## config.mk

```make
export PLATFORM = sky130hd
export DESIGN_NAME = mm_issue_sequencer
export DESIGN_NICKNAME = d
export VERILOG_FILES = /design/src/rtl/mm_pkg.sv /design/src/rtl/mm_outstanding_ctr.sv /design/src/rtl/mm_issue_sequencer.sv
export SDC_FILE = /design/constraint.sdc
export NUM_CORES = 1
export LEC_CHECK = 0
export ABC_CLOCK_PERIOD_IN_PS = 2700
export BUFFER_PORTS_ARGS = -buffer_cell sky130_fd_sc_hd__buf_2
export CORE_ASPECT_RATIO = 1.4
export CORE_MARGIN = 2
export CORE_UTILIZATION = 44
export CTS_CLUSTER_DIAMETER = 150
export DETAILED_ROUTE_END_ITERATION = 16
export PLACE_DENSITY = 0.87
export SLEW_MARGIN = 15
export SYNTH_ARGS = -nofsm -noshare
export SYNTH_HDL_FRONTEND = slang
export SYNTH_HIERARCHICAL = 1
export SYNTH_SLANG_ARGS = --single-unit
```

## constraint.sdc

```tcl
create_clock -name clk -period 2.7 [get_ports clk]
set_input_delay 0.81 -clock clk [delete_from_list [all_inputs] [get_ports clk]]
set_output_delay 0.81 -clock clk [all_outputs]
set_load 0.005 [all_outputs]
```

## src/rtl/mm_pkg.sv

```systemverilog
// Shared types and helpers for the matrix-multiplier issue sequencer.
package mm_pkg;

    typedef enum logic [1:0] {
        IDLE    = 2'd0,
        ROW_REQ = 2'd1,
        ISSUE   = 2'd2,
        DRAIN   = 2'd3
    } seq_state_t;

    // Index width for a range of n values, never narrower than one bit.
    function automatic int clog2_min1(input int n);
        return (n > 1) ? $clog2(n) : 1;
    endfunction

endpackage

```

## src/rtl/mm_outstanding_ctr.sv

```systemverilog
// In-flight beat counter: up on issue, down on result return, saturating at
// both ends. A return with nothing in flight is dropped and flagged.
module mm_outstanding_ctr #(
    parameter int OUTST_MAX = 4,
    parameter int OW        = $clog2(OUTST_MAX + 1)
) (
    input  logic          clk,
    input  logic          rst,
    input  logic          clr,
    input  logic          inc,
    input  logic          dec,
    output logic [OW-1:0] count,
    output logic          at_max,
    output logic          underflow
);

    logic dec_eff;
    logic inc_eff;

    assign at_max    = (count == OW'(OUTST_MAX));
    assign underflow = dec & (count == '0);
    assign dec_eff   = dec & (count != '0);
    assign inc_eff   = inc & (~at_max | dec_eff);

    // Counter update; clear wins over any simultaneous increment/decrement.
    always_ff @(posedge clk) begin
        if (rst) begin
            count <= '0;
        end else if (clr) begin
            count <= '0;
        end else if (inc_eff && !dec_eff) begin
            count <= count + OW'(1);
        end else if (!inc_eff && dec_eff) begin
            count <= count - OW'(1);
        end
    end

endmodule

```

## src/rtl/mm_issue_sequencer.sv

```systemverilog
// Issue sequencer for the matrix multiplier: walks a rows x cols output tile,
// requests one A-row per output row, issues LANES columns per beat and waits
// for all in-flight results before pulsing done.
// Optional build macro MM_SEQ_PERF_EN enables the stall_cycles counter;
// without it stall_cycles is tied to zero.
//
// Issue handshake: issue_valid offers the beat described by issue_row,
// issue_col and issue_mask; the beat transfers in a cycle where issue_valid
// and issue_ready are both high, and those fields hold steady until then.
module mm_issue_sequencer
    import mm_pkg::*;
#(
    parameter int N_MAX     = 8,
    parameter int M_MAX     = 8,
    parameter int LANES     = 2,
    parameter int OUTST_MAX = 4,
    parameter int NW        = $clog2(N_MAX + 1),
    parameter int NIW       = clog2_min1(N_MAX),
    parameter int MW        = $clog2(M_MAX + 1),
    parameter int MIW       = clog2_min1(M_MAX),
    parameter int OW        = $clog2(OUTST_MAX + 1)
) (
    input  logic             clk,
    input  logic             rst,
    input  logic             start,
    input  logic             abort,
    input  logic [NW-1:0]    cfg_rows,
    input  logic [MW-1:0]    cfg_cols,
    output logic             row_req,
    input  logic             row_ack,
    input  logic             fifo_full,
    output logic             issue_valid,
    input  logic             issue_ready,
    output logic [NIW-1:0]   issue_row,
    output logic [MIW-1:0]   issue_col,
    output logic [LANES-1:0] issue_mask,
    input  logic             result_valid,
    output logic             busy,
    output logic             done,
    output logic             err,
    output logic [31:0]      stall_cycles
);

    // One extra bit so column + LANES cannot wrap.
    localparam int CW = MW + 1;

    seq_state_t     state;
    logic [NW-1:0]  rows_q;
    logic [MW-1:0]  cols_q;
    logic [OW-1:0]  outst;
    logic           outst_at_max;
    logic           outst_uflow;
    logic           fire;
    logic           start_ok;
    logic           cfg_bad;
    logic           last_col;
    logic           last_row;
    logic [CW-1:0]  beat_end;

    assign busy        = (state != IDLE);
    assign row_req     = (state == ROW_REQ);
    assign issue_valid = (state == ISSUE) & ~fifo_full & ~outst_at_max;
    assign fire        = issue_valid & issue_ready;
    assign start_ok    = start & ~abort & (state == IDLE);
    assign cfg_bad     = (cfg_rows == '0) | (cfg_rows > NW'(N_MAX)) |
                         (cfg_cols == '0) | (cfg_cols > MW'(M_MAX));
    assign beat_end    = CW'(issue_col) + CW'(LANES);
    assign last_col    = (beat_end >= CW'(cols_q));
    assign last_row    = (NW'(issue_row) == (rows_q - NW'(1)));

    mm_outstanding_ctr #(
        .OUTST_MAX (OUTST_MAX),
        .OW        (OW)
    ) u_outst (
        .clk       (clk),
        .rst       (rst),
        .clr       (abort | start_ok),
        .inc       (fire),
        .dec       (result_valid),
        .count     (outst),
        .at_max    (outst_at_max),
        .underflow (outst_uflow)
    );

    // Lane i is live while its column is inside the tile; all lanes off outside ISSUE.
    always_comb begin
        issue_mask = '0;
        if (state == ISSUE) begin
            for (int i = 0; i < LANES; i++) begin
                issue_mask[i] = ((CW'(issue_col) + CW'(i)) < CW'(cols_q));
            end
        end
    end

    // Control FSM: job setup, row fetch, beat issue and result drain.
    always_ff @(posedge clk) begin
        if (rst) begin
            state     <= IDLE;
            rows_q    <= '0;
            cols_q    <= '0;
            issue_row <= '0;
            issue_col <= '0;
            done      <= 1'b0;
            err       <= 1'b0;
        end else begin
            done <= 1'b0;
            if (outst_uflow) begin
                err <= 1'b1;
            end
            if (abort) begin
                state     <= IDLE;
                issue_row <= '0;
                issue_col <= '0;
            end else begin
                case (state)
                    IDLE: begin
                        if (start) begin
                            rows_q    <= cfg_rows;
                            cols_q    <= cfg_cols;
                            issue_row <= '0;
                            issue_col <= '0;
                            err       <= cfg_bad | outst_uflow;
                            if (!cfg_bad) begin
                                state <= ROW_REQ;
                            end
                        end
                    end
                    ROW_REQ: begin
                        if (row_ack) begin
                            issue_col <= '0;
                            state     <= ISSUE;
                        end
                    end
                    ISSUE: begin
                        if (fire) begin
                            if (last_col) begin
                                if (last_row) begin
                                    state <= DRAIN;
                                end else begin
                                    issue_row <= issue_row + NIW'(1);
                                    state     <= ROW_REQ;
                                end
                            end else begin
                                issue_col <= issue_col + MIW'(LANES);
                            end
                        end
                    end
                    DRAIN: begin
                        if (outst == '0) begin
                            state <= IDLE;
                            done  <= 1'b1;
                        end
                    end
                    default: state <= IDLE;
                endcase
            end
        end
    end

`ifdef MM_SEQ_PERF_EN
    // Count ISSUE cycles without a transfer; restart per job, saturate at all-ones.
    always_ff @(posedge clk) begin
        if (rst) begin
            stall_cycles <= '0;
        end else if (start_ok) begin
            stall_cycles <= '0;
        end else if ((state == ISSUE) && !fire && (stall_cycles != '1)) begin
            stall_cycles <= stall_cycles + 32'd1;
        end
    end
`else
    assign stall_cycles = '0;
`endif

endmodule
```

==> impl_results.rst, run 1 <==
.. list-table::
   :header-rows: 1

   * - Metric
     - Value
   * - Setup slack after placement
     - -0.152 ns
   * - CTS Hold Bufs
     - 0
   * - DRC
     - 0
   * - Share of flip-flops with an asynchronous set or reset after synthesis
     - 0%
   * - Fraction of layout cells with a size suffix above 1
     - 18.8%
   * - Top post-synthesis cells by area
     - sky130_fd_sc_hd__dfxtp_1 26%, sky130_fd_sc_hd__buf_4 16%, sky130_fd_sc_hd__ha_1 9.6%, sky130_fd_sc_hd__nand2_1 5.3%, sky130_fd_sc_hd__a21oi_1 3.5%
   * - Highest clock rate
     - 395 MHz
   * - Post-detailed-placement half-perimeter wirelength
     - 2560 µm
   * - Leakage power summed over all cells
     - 0.000780 µW
   * - P per Cell Area
     - 364 nW/µm²
   * - Total of max-cap violations
     - 0
   * - Vertical extent of the die
     - 74.6 µm
   * - Number of antenna violations at the first check in global routing
     - 0
   * - Worst path cell trace
     - buf_2 -> nor3_2 -> and2_1 -> a21boi_1 -> ha_2 -> inv_1 -> fa_1 -> xor2_1 -> or3_1 -> a211oi_1
   * - Rows
     - 25
   * - Crit start category
     - primary input
   * - Class of the most critical hold timing path
     - register to register
   * - Pin count of the biggest net entering global routing
     - 16
   * - Library cell contributing the largest single delay on the critical path
     - sky130_fd_sc_hd__fa_1
   * - Cell area after synthesis
     - 1570 µm²
   * - WP data arrival
     - 2.71 ns
   * - Syn-to-layout area delta
     - 8.63%
   * - Final Hold Violating Endpoints
     - 0
   * - Clock period minus worst slack
     - 2.53 ns
   * - Clock-pin slew of the registers on the worst-case setup and hold paths
     - 0.07 ns
   * - Total die area
     - 4060 µm²
   * - Final TNS setup
     - 0 ns
   * - Fill cell total of the finished layout
     - 350
   * - Buf/Inv on CP
     - 2
   * - Worst-Margin Slew
     - approximately 0.5 ns
   * - Hold_sp
     - cols_q[2]
   * - Register bit count reported by yosys
     - 20
   * - Aggregate global routing overflow
     - 0
   * - Area of combinational cells with multiple inputs
     - 998 µm²
   * - Clock tree root buffer cell
     - sky130_fd_sc_hd__clkbuf_8
   * - DRT Pass-1 Iters
     - 4
   * - Crit end category
     - register
   * - Pins over their slew limit
     - 0
   * - Number of violations reported at the end of detailed-routing iteration 0
     - 45
   * - Period utilisation layout
     - 93.7%
   * - Dominant synthesized flop cell
     - sky130_fd_sc_hd__dfxtp_1
   * - Critical path data required time
     - around 2.9 ns
   * - Worst hold slack after final layout
     - 0.464 ns
   * - Worst Clk Skew
     - just under 0.005 ns
   * - # H-tree levels
     - 1
   * - Clock buffer count from CTS
     - 3
   * - Number of cells on the worst reg-to-reg path
     - 10
   * - Number of enable flip-flop cells after synthesis
     - 0
   * - Wirelength, routed
     - around 3200 µm
   * - TritonCTS clock tree
     - yes
   * - Antenna-violating nets left
     - 0
   * - Delay contributed by the slowest stage of the critical path
     - 0.37 ns
   * - Maximum net fanout on the critical path
     - 2
   * - Routed vias
     - 1365
   * - Detailed-route wire length per cell
     - 12.2 µm
   * - Global-route wire length before repair
     - 5180 µm
   * - Portion of synthesized cell area occupied by the leading cell type
     - between 20% and 30%
   * - Crit Reg-Reg Endpoint
     - u_outst/count[2]
   * - Worst Path Class, Setup
     - primary input to register
   * - Number of nets in the layout
     - 254
   * - Initial core utilization
     - about 46%
   * - Antenna diodes
     - 0
   * - Skew-Pair Late Insertion Delay
     - 0.26 ns
   * - Final worst setup slack
     - 0.169 ns
   * - Worst reg2reg startpoint
     - u_outst/count[0]
   * - Horizontal die dimension
     - 54.4 µm
   * - Via count of the first global-routing pass
     - 1182
   * - Synthesized instance count
     - 191
   * - # clock sinks
     - 20
   * - Total number of yosys warnings
     - 6
   * - Count of endpoints failing setup in the final report
     - 0
   * - Mean post-synth cell area
     - 8.20 µm²
   * - Count of placed standard cells including taps
     - 260
   * - Count of different cell masters after synthesis
     - 47
   * - Setup repair after global routing missed its margin
     - false
   * - Min-Delay Path Depth
     - 2
   * - Ratio of routed vias to standard cells
     - 5.19
   * - Overall fraction of global-route tracks in use
     - between 10% and 20%
   * - Tightest slew margin relative to the limit
     - 66.5%
   * - Total design power
     - 618 µW
   * - Setup slack of the most critical reg-to-reg path
     - 0.21 ns
   * - CTS Buffer Depth
     - 2
   * - I/O Pins
     - 61
   * - Register area share after synthesis
     - 25.6%
   * - Combined flip-flop and latch cell area
     - 400 µm²
   * - Library cell occupying the most area in the post-synthesis netlist
     - sky130_fd_sc_hd__dfxtp_1
   * - Port Buffers
     - 27
   * - Final standard cell count with taps included and fillers excluded
     - 263
   * - Result of the run
     - complete, no violations
   * - Standard cell core area
     - roughly 3400 µm²
   * - Final RePlAce weighted congestion
     - 0.900
   * - Top delay family on crit path
     - simple AND/OR/NAND/NOR gates
   * - Endpoint with the worst hold slack
     - cols_q[2]
   * - Peak supply drop
     - between 0.3 and 0.4 mV
## metrics by stage
stage	util [%]	area [µm²]
3_5_place_dp	49.0	1660
2_1_floorplan	-	1690
3_3_place_gp	49.0	1660
6_report	50.3	1700
4_1_cts	50.3	1700
5_1_grt	50.3	1700
## cells in the mapped netlist, types with 3 or more instances
cell / n
sky130_fd_sc_hd__dfxtp_1: 20
sky130_fd_sc_hd__ha_1: 12
sky130_fd_sc_hd__inv_1: 10
sky130_fd_sc_hd__nor2b_1: 5
sky130_fd_sc_hd__a21oi_1: 11
sky130_fd_sc_hd__o31a_1: 3
sky130_fd_sc_hd__nor3_1: 7
sky130_fd_sc_hd__nor2_1: 11
sky130_fd_sc_hd__buf_4: 33
sky130_fd_sc_hd__nand2b_1: 4
sky130_fd_sc_hd__nor4_1: 4
sky130_fd_sc_hd__nand2_1: 22
## cell families (layout without fill, tap and decap cells)
logic type / count (synthesis) / in the layout / synth area share, %
other cells: 1 / 34 / 0.240
xor+xnor: 5 / 5 / 3.76
simple gates: 66 / 66 / 21.7
buf+inv: 46 / 45 / 19.0
fa+ha+maj: 13 / 13 / 10.9
mux: 1 / 1 / 0.640
flops: 20 / 20 / 25.6
compound gates: 39 / 39 / 18.2
## layout by cell type, fill, tap and decap left out, types with 2 or more instances in the layout
master and count:
sky130_fd_sc_hd__a211oi_1 2, sky130_fd_sc_hd__a21o_1 2, sky130_fd_sc_hd__a21oi_1 11, sky130_fd_sc_hd__a22o_1 2
sky130_fd_sc_hd__a31oi_1 2, sky130_fd_sc_hd__a32o_1 2, sky130_fd_sc_hd__and2_1 2, sky130_fd_sc_hd__buf_2 27
sky130_fd_sc_hd__buf_4 5, sky130_fd_sc_hd__clkbuf_8 3, sky130_fd_sc_hd__conb_1 34, sky130_fd_sc_hd__dfxtp_1 20
sky130_fd_sc_hd__ha_1 11, sky130_fd_sc_hd__inv_1 10, sky130_fd_sc_hd__nand2_1 22, sky130_fd_sc_hd__nand2b_1 4
sky130_fd_sc_hd__nand3_1 2, sky130_fd_sc_hd__nor2_1 11, sky130_fd_sc_hd__nor2b_1 5, sky130_fd_sc_hd__nor3_1 6
sky130_fd_sc_hd__nor4_1 4, sky130_fd_sc_hd__o21bai_1 2, sky130_fd_sc_hd__o22ai_1 2, sky130_fd_sc_hd__o31a_1 3
sky130_fd_sc_hd__or3_1 2, sky130_fd_sc_hd__xnor2_1 2, sky130_fd_sc_hd__xor2_1 2
## worst register-to-register path, delay by kind of cell (launching register included)
family / cells / cell delay [ns]
DFF: 1 / 0.48
adders and majority gates: 2 / 0.56
xor gates and xnor gates: 1 / 0.15
AOI/OAI and AO/OA: 2 / 0.41
buffers and inverters: 1 / 0.05
and+or+nand+nor: 4 / 0.76
## what timing repair did
action	CTS	global route
endpoints found under the setup margin	0	1
setup buffers	0	0
resized for setup	0	2
## per-layer routing
metal	GRT usage, %	vias up	routed length (µm)
li1	-	668	-
met1	21.4	636	1250
met2	29.0	53	1700
met3	1.41	8	159
met4	10.0	0	103
met5	0	-	0
## area by class of cell
type | instances | area share, %
flip-flops and latches | 20 | 23.5
inverters | 10 | 2.21
repair buffers | 32 | 10.2
well taps | 40 | 2.94
clock buffers | 3 | 2.43
multi-input cells | 158 | 58.7
## where the power goes
part           total (µW)  internal, µW  leakage (µW)  switching [µW]
registers             308           302      0.000162            5.60
clock network         199          99.6     0.0000216            99.0
logic                 112          44.8      0.000596            67.0
total                 618           447      0.000780             172
## worst max path at each step
| stage | from | end | cells after the start |
|---|---|---|---|
| 2_1_floorplan | fifo_full | u_outst/count[2] | 9 |
| 3_3_place_gp | fifo_full | u_outst/count[2] | 10 |
| 3_5_place_dp | fifo_full | u_outst/count[2] | 10 |
| 4_1_cts | fifo_full | u_outst/count[2] | 10 |
| 5_1_grt | fifo_full | u_outst/count[2] | 10 |
| 6_report | fifo_full | u_outst/count[2] | 10 |
## registers in the layout (all words and copies together) (netlist names)
signal         count
state              2
rows_q             4
done               1
issue_col          2
u_outst/count      3
cols_q             4
err                1
issue_row          3
Power figures use the tool's default switching activity.
==> inputs of run 2 (changes only) <==
==> constraint.sdc (replaced) <==
create_clock -name clk -period 2.7 [get_ports clk]
set_input_delay 0.27 -clock clk [delete_from_list [all_inputs] [get_ports clk]]
set_output_delay 0.27 -clock clk [all_outputs]
set_load 0.005 [all_outputs]
==> run 2 against run 1 <==
Register-to-register slack about the same. Highest routed layer unchanged. Critical path type is now register to register. Cell count decreased by 0.38%. Non-clock buffer count decreased by 2. Sequential power about the same. Clock power increased by 18%. First-iteration DRC count decreased by 53%. Worst setup slack improved by 0.047 ns. Wire length decreased by 3.0%. Critical endpoint unchanged. Clock skew decreased by 0.0020 ns. Final area decreased by 0.37%. Flip-flop and latch count unchanged. Global-route usage decreased by 0.30 points.
==> impl_results.rst, run 2 (synthesized netlist as in run 1, its figures left out) <==
.. list-table::
   :header-rows: 1

   * - Metric
     - Value
   * - Result of the run
     - complete, no violations (unchanged)
   * - Critical path data required time
     - 2.88 ns (about the same)
   * - Final Hold Violating Endpoints
     - 0 (unchanged)
   * - Fill cell total of the finished layout
     - 337 (was 350)
   * - Hold_sp
     - cfg_rows[2] (was cols_q[2])
   * - Total design power
     - 651 µW (was 618 µW)
   * - Pin count of the biggest net entering global routing
     - 16 (unchanged)
   * - Pins over their slew limit
     - 0 (unchanged)
   * - Highest-count cells in the layout ignoring fill and taps
     - 34 x sky130_fd_sc_hd__conb_1, 27 x sky130_fd_sc_hd__buf_2, 22 x sky130_fd_sc_hd__nand2_1, 18 x sky130_fd_sc_hd__dfxtp_1, 12 x sky130_fd_sc_hd__ha_1 (was 34 x sky130_fd_sc_hd__conb_1, 27 x sky130_fd_sc_hd__buf_2, 22 x sky130_fd_sc_hd__nand2_1, 20 x sky130_fd_sc_hd__dfxtp_1)
   * - Aggregate global routing overflow
     - 0 (unchanged)
   * - WP data arrival
     - 2.67 ns (was 2.71 ns)
   * - Delay contributed by the slowest stage of the critical path
     - 0.37 ns (about the same)
   * - Commonest non-fill, non-tap cell in the layout
     - sky130_fd_sc_hd__conb_1 (unchanged)
   * - Ratio of routed vias to standard cells
     - 5.05 (was 5.19)
   * - Number of nets in the layout
     - 252 (was 254)
   * - Overall fraction of global-route tracks in use
     - 17.1% (was 17.4%)
   * - Period utilisation layout
     - 92.0% (was 93.7%)
   * - Maximum net fanout on the critical path
     - 6 (was 2)
   * - Layout Utilization
     - 50.1% (was 50.3%)
   * - TritonCTS clock tree
     - yes (unchanged)
   * - Syn-to-layout area delta
     - 8.23% (was 8.63%)
   * - CTS Buffer Depth
     - 2 (unchanged)
   * - Setup slack of the most critical reg-to-reg path
     - 0.22 ns (was 0.21 ns)
   * - Crit Reg-Reg Endpoint
     - u_outst/count[2] (unchanged)
   * - Setup repair bufs after CTS
     - 0 (unchanged)
   * - Wirelength, routed
     - 3120 µm (was 3210 µm)
   * - Class of the most critical hold timing path
     - primary input to register (was register to register)
   * - Final TNS setup
     - 0 ns (unchanged)
   * - Leading registers by flop count
     - cols_q x4, rows_q x4 (unchanged)
   * - Post-detailed-placement half-perimeter wirelength
     - 2570 µm (was 2560 µm)
   * - Global-route wire length before repair
     - 5070 µm (was 5180 µm)
   * - Library cell contributing the largest single delay on the critical path
     - sky130_fd_sc_hd__fa_1 (unchanged)
   * - Crit end category
     - register (unchanged)
   * - Final RePlAce weighted congestion
     - 0.873 (was 0.900)
   * - Worst path cell trace
     - nor3b_1 -> nor3_1 -> and2_1 -> a21boi_0 -> ha_1 -> inv_1 -> fa_1 -> xor2_1 -> or3_1 -> a211oi_1 (was buf_2 -> nor3_2 -> and2_1 -> a21boi_1 -> ha_2 -> inv_1 -> fa_1 -> xor2_1 -> or3_1 -> a211oi_1)
   * - Port Buffers
     - 27 (unchanged)
   * - Worst reg2reg startpoint
     - u_outst/count[2] (was u_outst/count[0])
   * - Total die area
     - 4060 µm² (unchanged)
   * - Buf/Inv on CP
     - 1 (was 2)
   * - Clock buffer count from CTS
     - 3 (unchanged)
   * - Number of cells on the worst reg-to-reg path
     - 10 (unchanged)
   * - Number of violations reported at the end of detailed-routing iteration 0
     - 21 (was 45)
   * - Crit start category
     - register (was primary input)
   * - Setup repair after global routing missed its margin
     - false (unchanged)
   * - Via count of the first global-routing pass
     - 1151 (was 1182)
   * - # H-tree levels
     - 1 (unchanged)
   * - Highest clock rate
     - 403 MHz (was 395 MHz)
   * - Count of endpoints failing setup in the final report
     - 0 (unchanged)
   * - Antenna-violating nets left
     - 0 (unchanged)
   * - Worst hold slack after final layout
     - 0.263 ns (was 0.464 ns)
   * - Min-Delay Path Depth
     - 3 (was 2)
   * - Skew-Pair Late Insertion Delay
     - 0.26 ns (about the same)
   * - Clock tree root buffer cell
     - sky130_fd_sc_hd__clkbuf_8 (unchanged)
   * - Detailed-route wire length per cell
     - 11.9 µm (was 12.2 µm)
   * - Tightest slew margin relative to the limit
     - 65.2% (was 66.5%)
   * - Worst-Margin Slew
     - 0.518 ns (was 0.498 ns)
   * - Fraction of layout cells with a size suffix above 1
     - 18.5% (was 18.8%)
   * - Worst Path Class, Setup
     - register to register (was primary input to register)
   * - P per Cell Area
     - 384 nW/µm² (was 364 nW/µm²)
   * - Number of antenna violations at the first check in global routing
     - 0 (unchanged)
   * - I/O Pins
     - 61 (unchanged)
   * - # clock sinks
     - 20 (unchanged)
   * - Leakage power summed over all cells
     - 0.000775 µW (was 0.000780 µW)
   * - Horizontal die dimension
     - 54.4 µm (unchanged)
   * - Worst Clk Skew
     - 0.00286 ns (was 0.00485 ns)
   * - Total of max-cap violations
     - 0 (unchanged)
   * - Vertical extent of the die
     - 74.6 µm (unchanged)
   * - Routed vias
     - 1323 (was 1365)
   * - Standard cell core area
     - 3380 µm² (unchanged)
   * - Rows
     - 25 (unchanged)
   * - Peak supply drop
     - 0.241 mV (was 0.315 mV)
   * - DRC
     - 0 (unchanged)
   * - DRT Pass-1 Iters
     - 4 (unchanged)
   * - Top delay family on crit path
     - simple AND/OR/NAND/NOR gates (unchanged)
   * - Initial core utilization
     - 46.3% (unchanged)
   * - Clock period minus worst slack
     - 2.48 ns (was 2.53 ns)
   * - Endpoint with the worst hold slack
     - rows_q[2] (was cols_q[2])
   * - Clock-pin slew of the registers on the worst-case setup and hold paths
     - 0.08 ns (was 0.07 ns)
   * - Antenna diodes
     - 0 (unchanged)
[run 2: worst max path at each step]
stage	slack, ns	cells past startpoint	start	end
after floorplan	0.27	10	u_outst/count[0]	u_outst/count[2]
after global placement	0.27	10	u_outst/count[0]	u_outst/count[2]
after detailed placement	0.20	10	u_outst/count[0]	u_outst/count[2]
after CTS	0.16	10	u_outst/count[0]	u_outst/count[2]
after global routing	0.02	10	u_outst/count[2]	u_outst/count[2]
final	0.22	10	u_outst/count[2]	u_outst/count[2]
[run 2: report_power, final]
group / internal [µW] / total [µW] / switching, µW
sequential: 302 / 308 / 5.91
combinational: 44.0 / 109 / 64.7
clock: 130 / 234 / 104
total: 476 / 651 / 175
[run 2: what timing repair did]
item,in CTS,in global routing
endpoints found under the setup margin,0,1
resized for setup,0,2
hold buffers,0,0
[run 2: metrics by stage]
step                area (µm²)  instances  worst slack [ns]
CTS                       1690        262             0.164
finish                    1690        262             0.217
global route              1690        262            0.0176
detailed placement        1640        258             0.200
floorplan                 1690        224             0.273
global placement          1640        258             0.274
[run 2: final cells by class]
type / count / area (µm²) / share of cell area, %
clock buffers: 4 / 55.1 / 3.25
inverters: 10 / 37.5 / 2.22
multi-input cells: 158 / 991 / 58.5
flip-flops and latches: 20 / 403 / 23.8
repair buffers: 30 / 158 / 9.31
well taps: 40 / 50.0 / 2.95
[run 2: metal layers]
| metal | up-vias | share of wire (%) | global-route usage, % |
|---|---|---|---|
| met1 | 591 | 37 | 19.1 |
| met5 | - | 0 | 0 |
| li1 | 657 | - | - |
| met4 | 0 | 5.0 | 12.2 |
| met2 | 64 | 51 | 28.9 |
| met3 | 11 | 6.6 | 2.21 |
[run 2: tightest hold or removal path, cell delays in order]
cell and delay, ns:
sky130_fd_sc_hd__buf_2 0.11, sky130_fd_sc_hd__nand2_1 0.05, sky130_fd_sc_hd__a21oi_1 0.05
